===== src/rtl/gpu_font_pkg.sv =====
// ---------------------------------------------------------------------------
// gpu_font_pkg
// Shared font-geometry constants and the font_bit_fetch state encoding.
// Imported by the ALU-stage flash address calculator and by font_bit_fetch.
//   ADDR_BITS  : width of a glyph bit address into font flash
//   WORD_W     : flash data word width (power of two)
//   SEL_BITS   : bit-select field width, log2(WORD_W)
//   WADDR_BITS : flash word address width
// ---------------------------------------------------------------------------
package gpu_font_pkg;

    localparam int ADDR_BITS      = 26;
    localparam int WORD_W         = 16;
    localparam int SEL_BITS       = $clog2(WORD_W);
    localparam int WADDR_BITS     = ADDR_BITS - SEL_BITS;
    localparam int CHAR_W         = 64;
    localparam int CHAR_H         = 128;
    localparam int CHARS_PER_FONT = 256;
    localparam int BITS_PER_FONT  = CHAR_W * CHAR_H * CHARS_PER_FONT;

    typedef enum logic [1:0] {
        IDLE    = 2'd0,
        RD_REQ  = 2'd1,
        RD_WAIT = 2'd2,
        RESP    = 2'd3
    } fetch_state_t;

    // Upper address bits select the flash word.
    function automatic logic [WADDR_BITS-1:0] word_addr(input logic [ADDR_BITS-1:0] a);
        return a[ADDR_BITS-1:SEL_BITS];
    endfunction

    // Lower address bits select the bit inside the word, LSB-first.
    function automatic logic [SEL_BITS-1:0] bit_sel(input logic [ADDR_BITS-1:0] a);
        return a[SEL_BITS-1:0];
    endfunction

    // Which font a glyph bit address falls in.
    function automatic int unsigned font_index(input logic [ADDR_BITS-1:0] a);
        return int'(a) / BITS_PER_FONT;
    endfunction

endpackage


===== src/rtl/font_bit_fetch_if.sv =====
// ---------------------------------------------------------------------------
// font_bit_fetch_if
// Groups the three handshakes of font_bit_fetch:
//   req_*  : bit address request from pipe_2_alu (valid/ready)
//   mem_*  : flash word read (rd_en/gnt request, rd_valid data pulse)
//   pix_*  : pixel result to the raster stage (valid/ready)
// Modports: slave = font_bit_fetch itself, master = its environment.
// ---------------------------------------------------------------------------
interface font_bit_fetch_if;
    import gpu_font_pkg::*;

    logic                  req_valid;
    logic                  req_ready;
    logic [ADDR_BITS-1:0]  req_bit_addr;
    logic                  mem_rd_en;
    logic                  mem_rd_gnt;
    logic [WADDR_BITS-1:0] mem_addr;
    logic                  mem_rd_valid;
    logic [WORD_W-1:0]     mem_rd_data;
    logic                  pix_valid;
    logic                  pix_ready;
    logic                  pix_bit;
    logic [ADDR_BITS-1:0]  pix_addr;

    modport slave (
        input  req_valid, req_bit_addr, mem_rd_gnt, mem_rd_valid, mem_rd_data, pix_ready,
        output req_ready, mem_rd_en, mem_addr, pix_valid, pix_bit, pix_addr
    );

    modport master (
        output req_valid, req_bit_addr, mem_rd_gnt, mem_rd_valid, mem_rd_data, pix_ready,
        input  req_ready, mem_rd_en, mem_addr, pix_valid, pix_bit, pix_addr
    );

endinterface


===== src/rtl/font_bit_fetch.sv =====
// ---------------------------------------------------------------------------
// font_bit_fetch
// Takes a glyph bit address, reads the containing 16-bit word from font
// flash and returns the addressed bit as one pixel. One request in flight.
// Ports:
//   clk  : system clock
//   rst  : synchronous active-high reset
//   bus  : font_bit_fetch_if.slave (req_*, mem_*, pix_* handshakes)
// Optional build macro FONT_BIT_FETCH_WORD_CACHE_EN keeps the last fetched
// word so requests into the same word answer without a flash read.
// ---------------------------------------------------------------------------
module font_bit_fetch
    import gpu_font_pkg::*;
(
    input  logic            clk,
    input  logic            rst,
    font_bit_fetch_if.slave bus
);

    fetch_state_t         state;
    fetch_state_t         state_next;
    logic [ADDR_BITS-1:0] addr_q;
    logic                 pix_bit_q;
    logic                 accept;
    logic                 take_data;
    logic                 hit;

`ifdef FONT_BIT_FETCH_WORD_CACHE_EN
    logic                  cache_valid;
    logic [WADDR_BITS-1:0] cache_waddr;
    logic [WORD_W-1:0]     cache_word;

    assign hit = cache_valid && (cache_waddr == word_addr(bus.req_bit_addr));
`else
    assign hit = 1'b0;
`endif

    // State register; reset aborts any transaction in progress.
    always_ff @(posedge clk) begin
        if (rst) begin
            state <= IDLE;
        end else begin
            state <= state_next;
        end
    end

    // Next-state logic. A grant arriving together with read data in RD_REQ
    // is taken as a complete read and skips RD_WAIT. Read data arriving in
    // IDLE or RESP is ignored, which also drops a read left over by reset.
    always_comb begin
        state_next = state;
        accept     = 1'b0;
        take_data  = 1'b0;
        case (state)
            IDLE: begin
                if (bus.req_valid) begin
                    accept     = 1'b1;
                    state_next = hit ? RESP : RD_REQ;
                end
            end
            RD_REQ: begin
                if (bus.mem_rd_gnt) begin
                    if (bus.mem_rd_valid) begin
                        take_data  = 1'b1;
                        state_next = RESP;
                    end else begin
                        state_next = RD_WAIT;
                    end
                end
            end
            RD_WAIT: begin
                if (bus.mem_rd_valid) begin
                    take_data  = 1'b1;
                    state_next = RESP;
                end
            end
            RESP: begin
                if (bus.pix_ready) begin
                    state_next = IDLE;
                end
            end
            default: state_next = IDLE;
        endcase
    end

    // Request address and result bit. The latched address doubles as the
    // flash word address and as the echoed pixel address.
    always_ff @(posedge clk) begin
        if (rst) begin
            addr_q    <= '0;
            pix_bit_q <= 1'b0;
`ifdef FONT_BIT_FETCH_WORD_CACHE_EN
            cache_valid <= 1'b0;
            cache_waddr <= '0;
            cache_word  <= '0;
`endif
        end else begin
            if (accept) begin
                addr_q <= bus.req_bit_addr;
`ifdef FONT_BIT_FETCH_WORD_CACHE_EN
                if (hit) begin
                    pix_bit_q <= cache_word[bit_sel(bus.req_bit_addr)];
                end
`endif
            end
            if (take_data) begin
                pix_bit_q <= bus.mem_rd_data[bit_sel(addr_q)];
`ifdef FONT_BIT_FETCH_WORD_CACHE_EN
                cache_valid <= 1'b1;
                cache_waddr <= word_addr(addr_q);
                cache_word  <= bus.mem_rd_data;
`endif
            end
        end
    end

    assign bus.req_ready = (state == IDLE);
    assign bus.mem_rd_en = (state == RD_REQ);
    assign bus.pix_valid = (state == RESP);
    assign bus.mem_addr  = word_addr(addr_q);
    assign bus.pix_bit   = pix_bit_q;
    assign bus.pix_addr  = addr_q;

endmodule


===== src/flat_wrapper.sv =====
// flat-port wrapper written by rule: the top's interface ports become plain ports
module font_bit_fetch_flat import gpu_font_pkg::*;
  (clk, rst, bus_req_valid, bus_req_bit_addr, bus_mem_rd_gnt, bus_mem_rd_valid, bus_mem_rd_data, bus_pix_ready, bus_req_ready, bus_mem_rd_en, bus_mem_addr, bus_pix_valid, bus_pix_bit, bus_pix_addr);
  font_bit_fetch_if bus_i ();
  input  logic clk;
  input  logic rst;
  input wire logic [$bits(bus_i.req_valid)-1:0] bus_req_valid;
  input wire logic [$bits(bus_i.req_bit_addr)-1:0] bus_req_bit_addr;
  input wire logic [$bits(bus_i.mem_rd_gnt)-1:0] bus_mem_rd_gnt;
  input wire logic [$bits(bus_i.mem_rd_valid)-1:0] bus_mem_rd_valid;
  input wire logic [$bits(bus_i.mem_rd_data)-1:0] bus_mem_rd_data;
  input wire logic [$bits(bus_i.pix_ready)-1:0] bus_pix_ready;
  output wire logic [$bits(bus_i.req_ready)-1:0] bus_req_ready;
  output wire logic [$bits(bus_i.mem_rd_en)-1:0] bus_mem_rd_en;
  output wire logic [$bits(bus_i.mem_addr)-1:0] bus_mem_addr;
  output wire logic [$bits(bus_i.pix_valid)-1:0] bus_pix_valid;
  output wire logic [$bits(bus_i.pix_bit)-1:0] bus_pix_bit;
  output wire logic [$bits(bus_i.pix_addr)-1:0] bus_pix_addr;
  assign bus_i.req_valid = bus_req_valid;
  assign bus_i.req_bit_addr = bus_req_bit_addr;
  assign bus_i.mem_rd_gnt = bus_mem_rd_gnt;
  assign bus_i.mem_rd_valid = bus_mem_rd_valid;
  assign bus_i.mem_rd_data = bus_mem_rd_data;
  assign bus_i.pix_ready = bus_pix_ready;
  assign bus_req_ready = bus_i.req_ready;
  assign bus_mem_rd_en = bus_i.mem_rd_en;
  assign bus_mem_addr = bus_i.mem_addr;
  assign bus_pix_valid = bus_i.pix_valid;
  assign bus_pix_bit = bus_i.pix_bit;
  assign bus_pix_addr = bus_i.pix_addr;
  font_bit_fetch u_core (.clk(clk), .rst(rst), .bus(bus_i));
endmodule

===== config.mk =====
export PLATFORM = sky130hd
export DESIGN_NAME = font_bit_fetch_flat
export DESIGN_NICKNAME = d
export VERILOG_FILES = /design/src/rtl/gpu_font_pkg.sv /design/src/rtl/font_bit_fetch_if.sv /design/src/rtl/font_bit_fetch.sv /design/src/flat_wrapper.sv
export SDC_FILE = /design/constraint.sdc
export NUM_CORES = 1
export LEC_CHECK = 0
export BUFFER_PORTS_ARGS = -buffer_cell sky130_fd_sc_hd__buf_2
export CORE_ASPECT_RATIO = 0.9
export CORE_UTILIZATION = 44
export DETAILED_ROUTE_END_ITERATION = 8
export PLACE_DENSITY = 0.85
export SLEW_MARGIN = 20
export SYNTH_ARGS = -nofsm -noshare
export SYNTH_HDL_FRONTEND = slang
export SYNTH_SLANG_ARGS = --single-unit

===== constraint.sdc =====
create_clock -name clk -period 4.31 [get_ports clk]
set_input_delay 0.862 -clock clk [delete_from_list [all_inputs] [get_ports clk]]
set_output_delay 0.862 -clock clk [all_outputs]
set_load 0.01 [all_outputs]

# == After elaboration in Yosys (flattened, before gate mapping) ==
# Index checks and enable logic that the tools add are counted.
# W data, S select, Z words.
# word_totals
regBits,29
inputBits,48
output_inout_bits,52
elab_cells,26
# classes
n_lt_le_gt_ge,1
n_eq_ne,7
mux,13
reduce_logical,2
# ops
operator,count
$mux W2,4
$ne A2 B2 Y1 const B,4
$pmux W2 S4,1
$mux W1,6
$lt A4 B5 Y1 const B,1
$bmux W1 S4,1
$eq A2 B2 Y1 const B,2
$reduce_and A4 Y1,1
$eq A2 B1 Y1 const B,1
$logic_not A2 Y1,1
$pmux W1 S2,1

# == Logic depth before layout (Yosys ltp) ==
# Gate-level depths: netlist (run 1).
# depth
depth_word,3
ltp_mapped,7
depth_no_buf,6

# == Worst setup path before layout (run 1) ==
# OpenSTA, ideal clock, no wires.
# synth_path
path_type,input to register
start,in bus_mem_rd_data[7]
end,reg u_core.pix_bit_q (netlist: u_core.bus.pix_bit)
setup_ns,0.122
arrival_time_ns,1.565
required_ns,4.188
path_slack_ns,2.624
stages,4
path_buffers,0
cell_sequence,mux4_2 > a2bb2oi_1 > nand3_1 > nand3_1
# synth_between
elab_chain_cells,2
# synth_lines
element,line,text
from (decl),flat_wrapper.sv:11,input wire logic [$bits(bus_i.mem_rd_data)-1:0] bus_mem_rd_data;
$bmux W1 S4,font_bit_fetch.sv:107,pix_bit_q <= bus.mem_rd_data[bit_sel(addr_q)];
$mux W1 (not written as such),font_bit_fetch.sv:107,
to (signal assigned),font_bit_fetch.sv:107,
to (decl),font_bit_fetch.sv:23,logic pix_bit_q;
# Every way passes these cells. The select of a mux whose other input is x is not followed.
# A chain may end at the register's enable or synchronous reset.

# == Worst setup path after layout (run 1) ==
# layout_path
start,reg u_core.state[1]
end,out bus_req_ready
# layout_between
elab_chain_cells,1
# layout_lines
element,line,text
from (decl),font_bit_fetch.sv:20,fetch_state_t state;
from (signal assigned),font_bit_fetch.sv:43,state <= state_next;
$logic_not A2 Y1,font_bit_fetch.sv:117,assign bus.req_ready = (state == IDLE);
to (decl),flat_wrapper.sv:13,output wire logic [$bits(bus_i.req_ready)-1:0] bus_req_ready;
# Every way passes these cells.

==> impl_metrics.csv, run 1 <==
group,metric,value,unit
worst_setup_path,crit_family,"flip-flops",
clock_tree,cts_buffers,5,
route,top_layer,"met4",
logic_synthesis,netlist_area,1450,um^2
global_routing,grt_max_degree,31,
timing,fmax,473,MHz
route,wl,3.19,mm
layout,final_common_cell,"buf_2",
clock_tree,cts.sinks,29,
floorplan,initial_utilization,46.8,%
hold_path,worstHoldEndpoint,"u_core.bus.pix_addr[22]",
clock_tree,cts_tree,"done",
route,ant_nets,0,
pwr,ir_drop,0.000237,V
clock_tree,cts.reportedPaths.clkPinSlew,0.10,ns
timing,fin_ws,2.20,ns
worst_setup_path,path_cells,"inv_1, ha_1, buf_2",
floorplan,die_y,56.4,um
timing,fin_skew,0.00634,ns
logic_synthesis,avgSynthCellArea,8.07,um^2
layout,syn2layout_area_growth,27.2,%
timing,setup_viol,0,
global_routing,antenna_found_initial,0,
placement,place_hpwl,2.36,mm
clock_tree,htreeDepth,2,
floorplan,die_area,3520,um^2
layout,nNetsFinal,308,
timing,rsz0062_at_grt,"false",
worst_setup_path,crit_path_top_delay_cell,"dfxtp_1",
worst_setup_path,critPathCaptureType,"output pin",
placement,preCtsSetupSlack,2.24,ns
worst_setup_path,required,3.45,ns
layout,finalCoreUtilization,59.5,%
layout,diodes,0,
route,wl_met2,1.49,mm
worst_setup_path,r2r_setup_slack,2.51,ns
timing,min_period,2.11,ns
route,num_vias,1376,
global_routing,grt_pass1_vias,1241,
timing,slew_viol_final,0,
floorplan,coreArea,3090,um^2
logic_synthesis,syn_nets,233,
route,first_pass_iters,4,
flow_run,drv_cap,0,
global_routing,grt_usage,19.4,%
run_status,outcome,"finished, final reports clean",
worst_setup_path,worstPathArrival,1.25,ns
worst_setup_path,r2r-start,"u_core.state[1]",
route,wl_met3,236,um
worst_setup_path,path_max_fanout,5,
clock_tree,ctsResizeCount,0,
placement,io_buffers,99,
worst_setup_path,reg2reg_to,"u_core.bus.pix_addr[3]",
floorplan,top_level_ports,100,
worst_setup_path,slowest_delay,0.42,ns
global_routing,grt.overflow.total,0,
route,drc,0,
layout,final_cell_mix,"99 x buf_2, 55 x nand2_1, 29 x dfxtp_1",
logic_synthesis,yosysWarnings,0,
floorplan,die_w,62.4,um
worst_setup_path,crit_type,"register to output pin",
placement,place_congestion,0.751,
clock_tree,insertion_delay,0.32,ns
clock_tree,clockRootBuffer,"clkbuf_4",
logic_synthesis,yosysTopAreaCellShare,40.2,%
worst_setup_path,path_buf_inv,2,
timing,slew-limit-headroom,41.5,%
hold_path,hold_depth,2,
layout,final_layout_size_suffix_gt1_share,42.7,%
clock_tree,post-cts-setup-buffers,0,
global_routing,grt_pass1_wl,5.40,mm
logic_synthesis,synthDistinctLibCells,26,
route,wl_met1,1.38,mm
route,drt_iter0_drc,65,
pwr,power.density,510,nW/um^2
pwr,p_leak,0.947,nW
timing,period_share,49.0,%
placement,placed_area,1780,um^2
route,via_per_inst,4.63,
logic_synthesis,synthCells,179,
logic_synthesis,synth_top_cell_by_area,"dfxtp_1",
hold_path,hp-start,"u_core.bus.pix_addr[22]",
floorplan,row_count,19,
worst_setup_path,reg2regPathDepth,5,
logic_synthesis,yosys_register_bits,29,
timing,finalHoldViolations,0,
clock_tree,cts_hold_buf,0,
hold_path,hold_class,"register to register",
worst_setup_path,cp-start-kind,"register",
layout,fin_area,1840,um^2
logic_synthesis,ys_seq_area_share,40.2,%
clock_tree,cts_buffer_depth,2,
route,routedWlPerCell,10.7,um
timing,tightest_slew,0.878,ns
logic_synthesis,synth.area.top_cells,"dfxtp_1 40%, nand2_1 14%, buf_4 11%",
timing,final.setup.tns,0,ns
[where the power goes]
part,switching (mW),leakage [nW],internal [mW]
clock network,0.0975,0.0310,0.0614
registers,0.0480,0.238,0.325
logic,0.236,0.678,0.171
[tightest hold or removal path, cell delays in order (launching register included)]
cell,delay (ns)
dfxtp_1,0.32
nand2_1,0.05
a21oi_1,0.05
[flip-flops by register name, summed over array words and instances, names as in the netlist]
| register | cells |
|---|---|
| u_core.bus.pix_addr | 26 |
| u_core.bus.pix_bit | 1 |
| u_core.state | 2 |
[final cells by class]
type,instances,area (um^2)
well taps,42,52.6
multi-input cells,115,639
clock inverters,3,17.5
flip-flops and latches,29,581
inverters,4,15.0
repair buffers,99,495
fillers,290,1250
clock buffers,5,37.5
[worst max-delay path by stage]
stage          cells after the start  slack (ns)                from                      end
6_report                           3        2.20     u_core.state[1]            bus_req_ready
5_1_grt                            3        2.10     u_core.state[1]            bus_req_ready
4_1_cts                            3        2.17     u_core.state[1]            bus_req_ready
3_5_place_dp                       4        2.24       bus_req_valid   u_core.bus.pix_addr[9]
3_3_place_gp                       4        2.30       bus_req_valid  u_core.bus.pix_addr[10]
2_1_floorplan                      4        2.62  bus_mem_rd_data[7]       u_core.bus.pix_bit
[routing by layer]
layer / up-vias / global-route usage [%]
met3: 9 / 6.30
met1: 588 / 22.1
met5: - / 0
li1: 714 / -
met4: 0 / 7.97
met2: 65 / 33.2
[cell usage after synthesis (all sizes together)]
cell / instances
nand2: 55
dfxtp: 29
a21oi: 28
buf: 27
ha: 6
mux2i: 5
clkbuf: 4
inv: 4
nand2b: 3
a2bb2oi: 2
mux4: 2
nand3: 2
nor2: 2
a2111oi: 1
a211oi: 1
and2: 1
and2b: 1
nand4: 1
nor2b: 1
nor3: 1
o2111ai: 1
o21ai: 1
o21bai: 1
[per-stage QoR]
stage / cells / hold slack, ns / total power [mW]
after floorplan: 179 / 0.493 / 0.696
after global placement: 289 / 0.451 / 0.781
after detailed placement: 289 / 0.458 / 0.793
after CTS: 297 / 0.471 / 0.955
after global routing: 297 / 0.493 / 1.02
final: 297 / 0.467 / 0.938
[cells by family (layout without fill, tap and decap cells)]
logic type	count (synthesis)	count (layout)	share of synthesized area (%)
and+or+nand+nor	67	67	19.0
AOI/OAI and AO/OA	35	35	13.5
buffers and inverters	35	111	15.6
DFF	29	29	40.2
muxes	7	7	6.58
adders and majority gates	6	6	5.19
No activity file was read; power rests on OpenSTA's default activity.
==> run 2, diff against run 1 <==
Settings changed: CORE_UTILIZATION 44 to 41, PLACE_DENSITY 0.85 to 0.8.
Clock period 4.31 ns to 2.2 ns, I/O delays scaled along.
==> impl_metrics.csv, run 2 (synthesis results as in run 1) <==
group,metric,value,unit
layout,final_layout_size_suffix_gt1_share,43.0,%
timing,slew_viol_final,0,
layout,largest_reg_flops,26,
global_routing,antenna_found_initial,0,
floorplan,top_level_ports,100,
worst_setup_path,r2r-start,"u_core.state[1]",
floorplan,row_count,20,
worst_setup_path,r2r_setup_slack,0.54,ns
placement,placed_area,1820,um^2
run_status,outcome,"finished, final reports clean",
worst_setup_path,cp-endpoint,"u_core.state[0]",
timing,finalHoldViolations,0,
worst_setup_path,slowest_delay,0.41,ns
clock_tree,cts.sinks,29,
placement,io_buffers,99,
placement,place_hpwl,2.49,mm
clock_tree,ctsResizeCount,0,
layout,nNetsFinal,312,
clock_tree,clockRootBuffer,"clkbuf_8",
pwr,power.density,1060,nW/um^2
floorplan,initial_utilization,42.8,%
hold_path,hold_class,"input port to register",
worst_setup_path,reg2regPathDepth,6,
global_routing,grt_max_degree,31,
layout,diodes,0,
floorplan,die_area,3770,um^2
clock_tree,cts_tree,"done",
worst_setup_path,worstPathArrival,1.79,ns
pwr,power,2.01,mW
route,ant_nets,0,
route,first_pass_iters,4,
timing,fin_skew,0.000546,ns
clock_tree,cts.reportedPaths.clkPinSlew,0.06,ns
timing,rsz0062_at_grt,"false",
timing,holdWs,0.404,ns
clock_tree,insertion_delay,0.27,ns
worst_setup_path,path_max_fanout,5,
global_routing,grt_pass1_vias,1242,
worst_setup_path,path_buf_inv,1,
global_routing,grt.overflow.total,0,
layout,num-fill-cells,343,
worst_setup_path,path_depth,6,
timing,final.setup.tns,0,ns
layout,final_cell_mix,"99 x buf_2, 55 x nand2_1, 29 x dfxtp_1",
layout,fin_area,1900,um^2
timing,period_share,75.6,%
pwr,p_leak,0.979,nW
global_routing,grt_usage,18.3,%
worst_setup_path,reg2reg_to,"u_core.state[0]",
global_routing,grt_pass1_wl,5.29,mm
placement,place_congestion,0.719,
worst_setup_path,critPathCaptureType,"register",
clock_tree,cts_buffers,5,
worst_setup_path,startpoint,"u_core.state[1]",
layout,finalCoreUtilization,56.3,%
route,drc,0,
timing,setup_viol,0,
worst_setup_path,crit_family,"compound AO/OA/AOI/OAI gates",
timing,tightest_slew,0.546,ns
route,drt_iter0_drc,43,
route,via_per_inst,4.64,
route,wl,3.28,mm
pwr,ir_drop,0.000492,V
clock_tree,post-cts-setup-buffers,0,
timing,fmax,601,MHz
clock_tree,cts_buffer_depth,2,
floorplan,die_w,64.6,um
worst_setup_path,cp-start-kind,"register",
clock_tree,cts_hold_buf,0,
clock_tree,htreeDepth,2,
route,num_vias,1402,
layout,syn2layout_area_growth,31.6,%
timing,min_period,1.66,ns
flow_run,drv_cap,0,
timing,slew-limit-headroom,63.6,%
worst_setup_path,path_cells,"inv_1, ha_1, nand2b_1, o2111ai_1, a2111oi_0, a211oi_1",
worst_setup_path,required,2.33,ns
floorplan,coreArea,3380,um^2
route,routedWlPerCell,10.9,um
worst_setup_path,crit_path_top_delay_cell,"a2111oi_0",
floorplan,die_y,58.3,um
worst_setup_path,crit_type,"register to register",
layout,final_common_cell,"buf_2",
==> run 2: cell count changes in the layout (fill, tap and decap cells not counted), sizes merged <==
cell      before  now
clkinvlp       1    0
clkinv         2    0
buf           99  103
clkbuf         5    7
==> run 2: where the power goes <==
part	leakage [nW]	switching [mW]	internal (mW)	total, mW
sequential	0.238	0.0947	0.638	0.732
combinational	0.697	0.480	0.371	0.850
clock	0.0443	0.176	0.247	0.424
total	0.979	0.751	1.26	2.01
==> run 2: routing by layer <==
| layer | routed length (um) | vias to the layer above | share of wire, % | GRT usage (%) |
|---|---|---|---|---|
| met2 | 1520 | 62 | 46 | 30.5 |
| met5 | 0 | - | 0 | 0 |
| met1 | 1500 | 612 | 46 | 22.2 |
| met4 | 51 | 0 | 1.6 | 8.57 |
| li1 | - | 721 | - | - |
| met3 | 206 | 7 | 6.3 | 4.84 |
==> run 2: area by class of cell <==
class | instances | area, um^2 | share of cell area, %
Clock buffer | 7 | 86.3 | 4.54
Timing Repair Buffer | 103 | 526 | 27.6
Tap cell | 44 | 55.1 | 2.89
Multi-Input combinational cell | 115 | 639 | 33.6
Sequential cell | 29 | 581 | 30.5
Inverter | 4 | 15.0 | 0.789
==> run 2: worst min path at each step <==
stage | depth (start not counted) | slack, ns | from | end
floorplan | 2 | 0.49 | u_core.bus.pix_addr[10] | u_core.bus.pix_addr[10]
global placement | 2 | 0.45 | u_core.bus.pix_addr[15] | u_core.bus.pix_addr[15]
detailed placement | 2 | 0.46 | u_core.bus.pix_addr[18] | u_core.bus.pix_addr[18]
CTS | 3 | 0.40 | bus_req_bit_addr[6] | u_core.bus.pix_addr[6]
global route | 3 | 0.41 | bus_req_bit_addr[6] | u_core.bus.pix_addr[6]
finish | 3 | 0.40 | bus_req_bit_addr[11] | u_core.bus.pix_addr[11]
==> run 2: worst min-delay path, stage by stage <==
cell     delay (ns)
buf_2          0.09
nand2_1        0.04
a21oi_1        0.05
==> run 2: stage by stage <==
step | cells | setup WS [ns]
6_report | 302 | 0.537
5_1_grt | 302 | 0.372
4_1_cts | 302 | 0.522
3_5_place_dp | 295 | 0.520
3_3_place_gp | 295 | 0.640
2_1_floorplan | 179 | 0.690
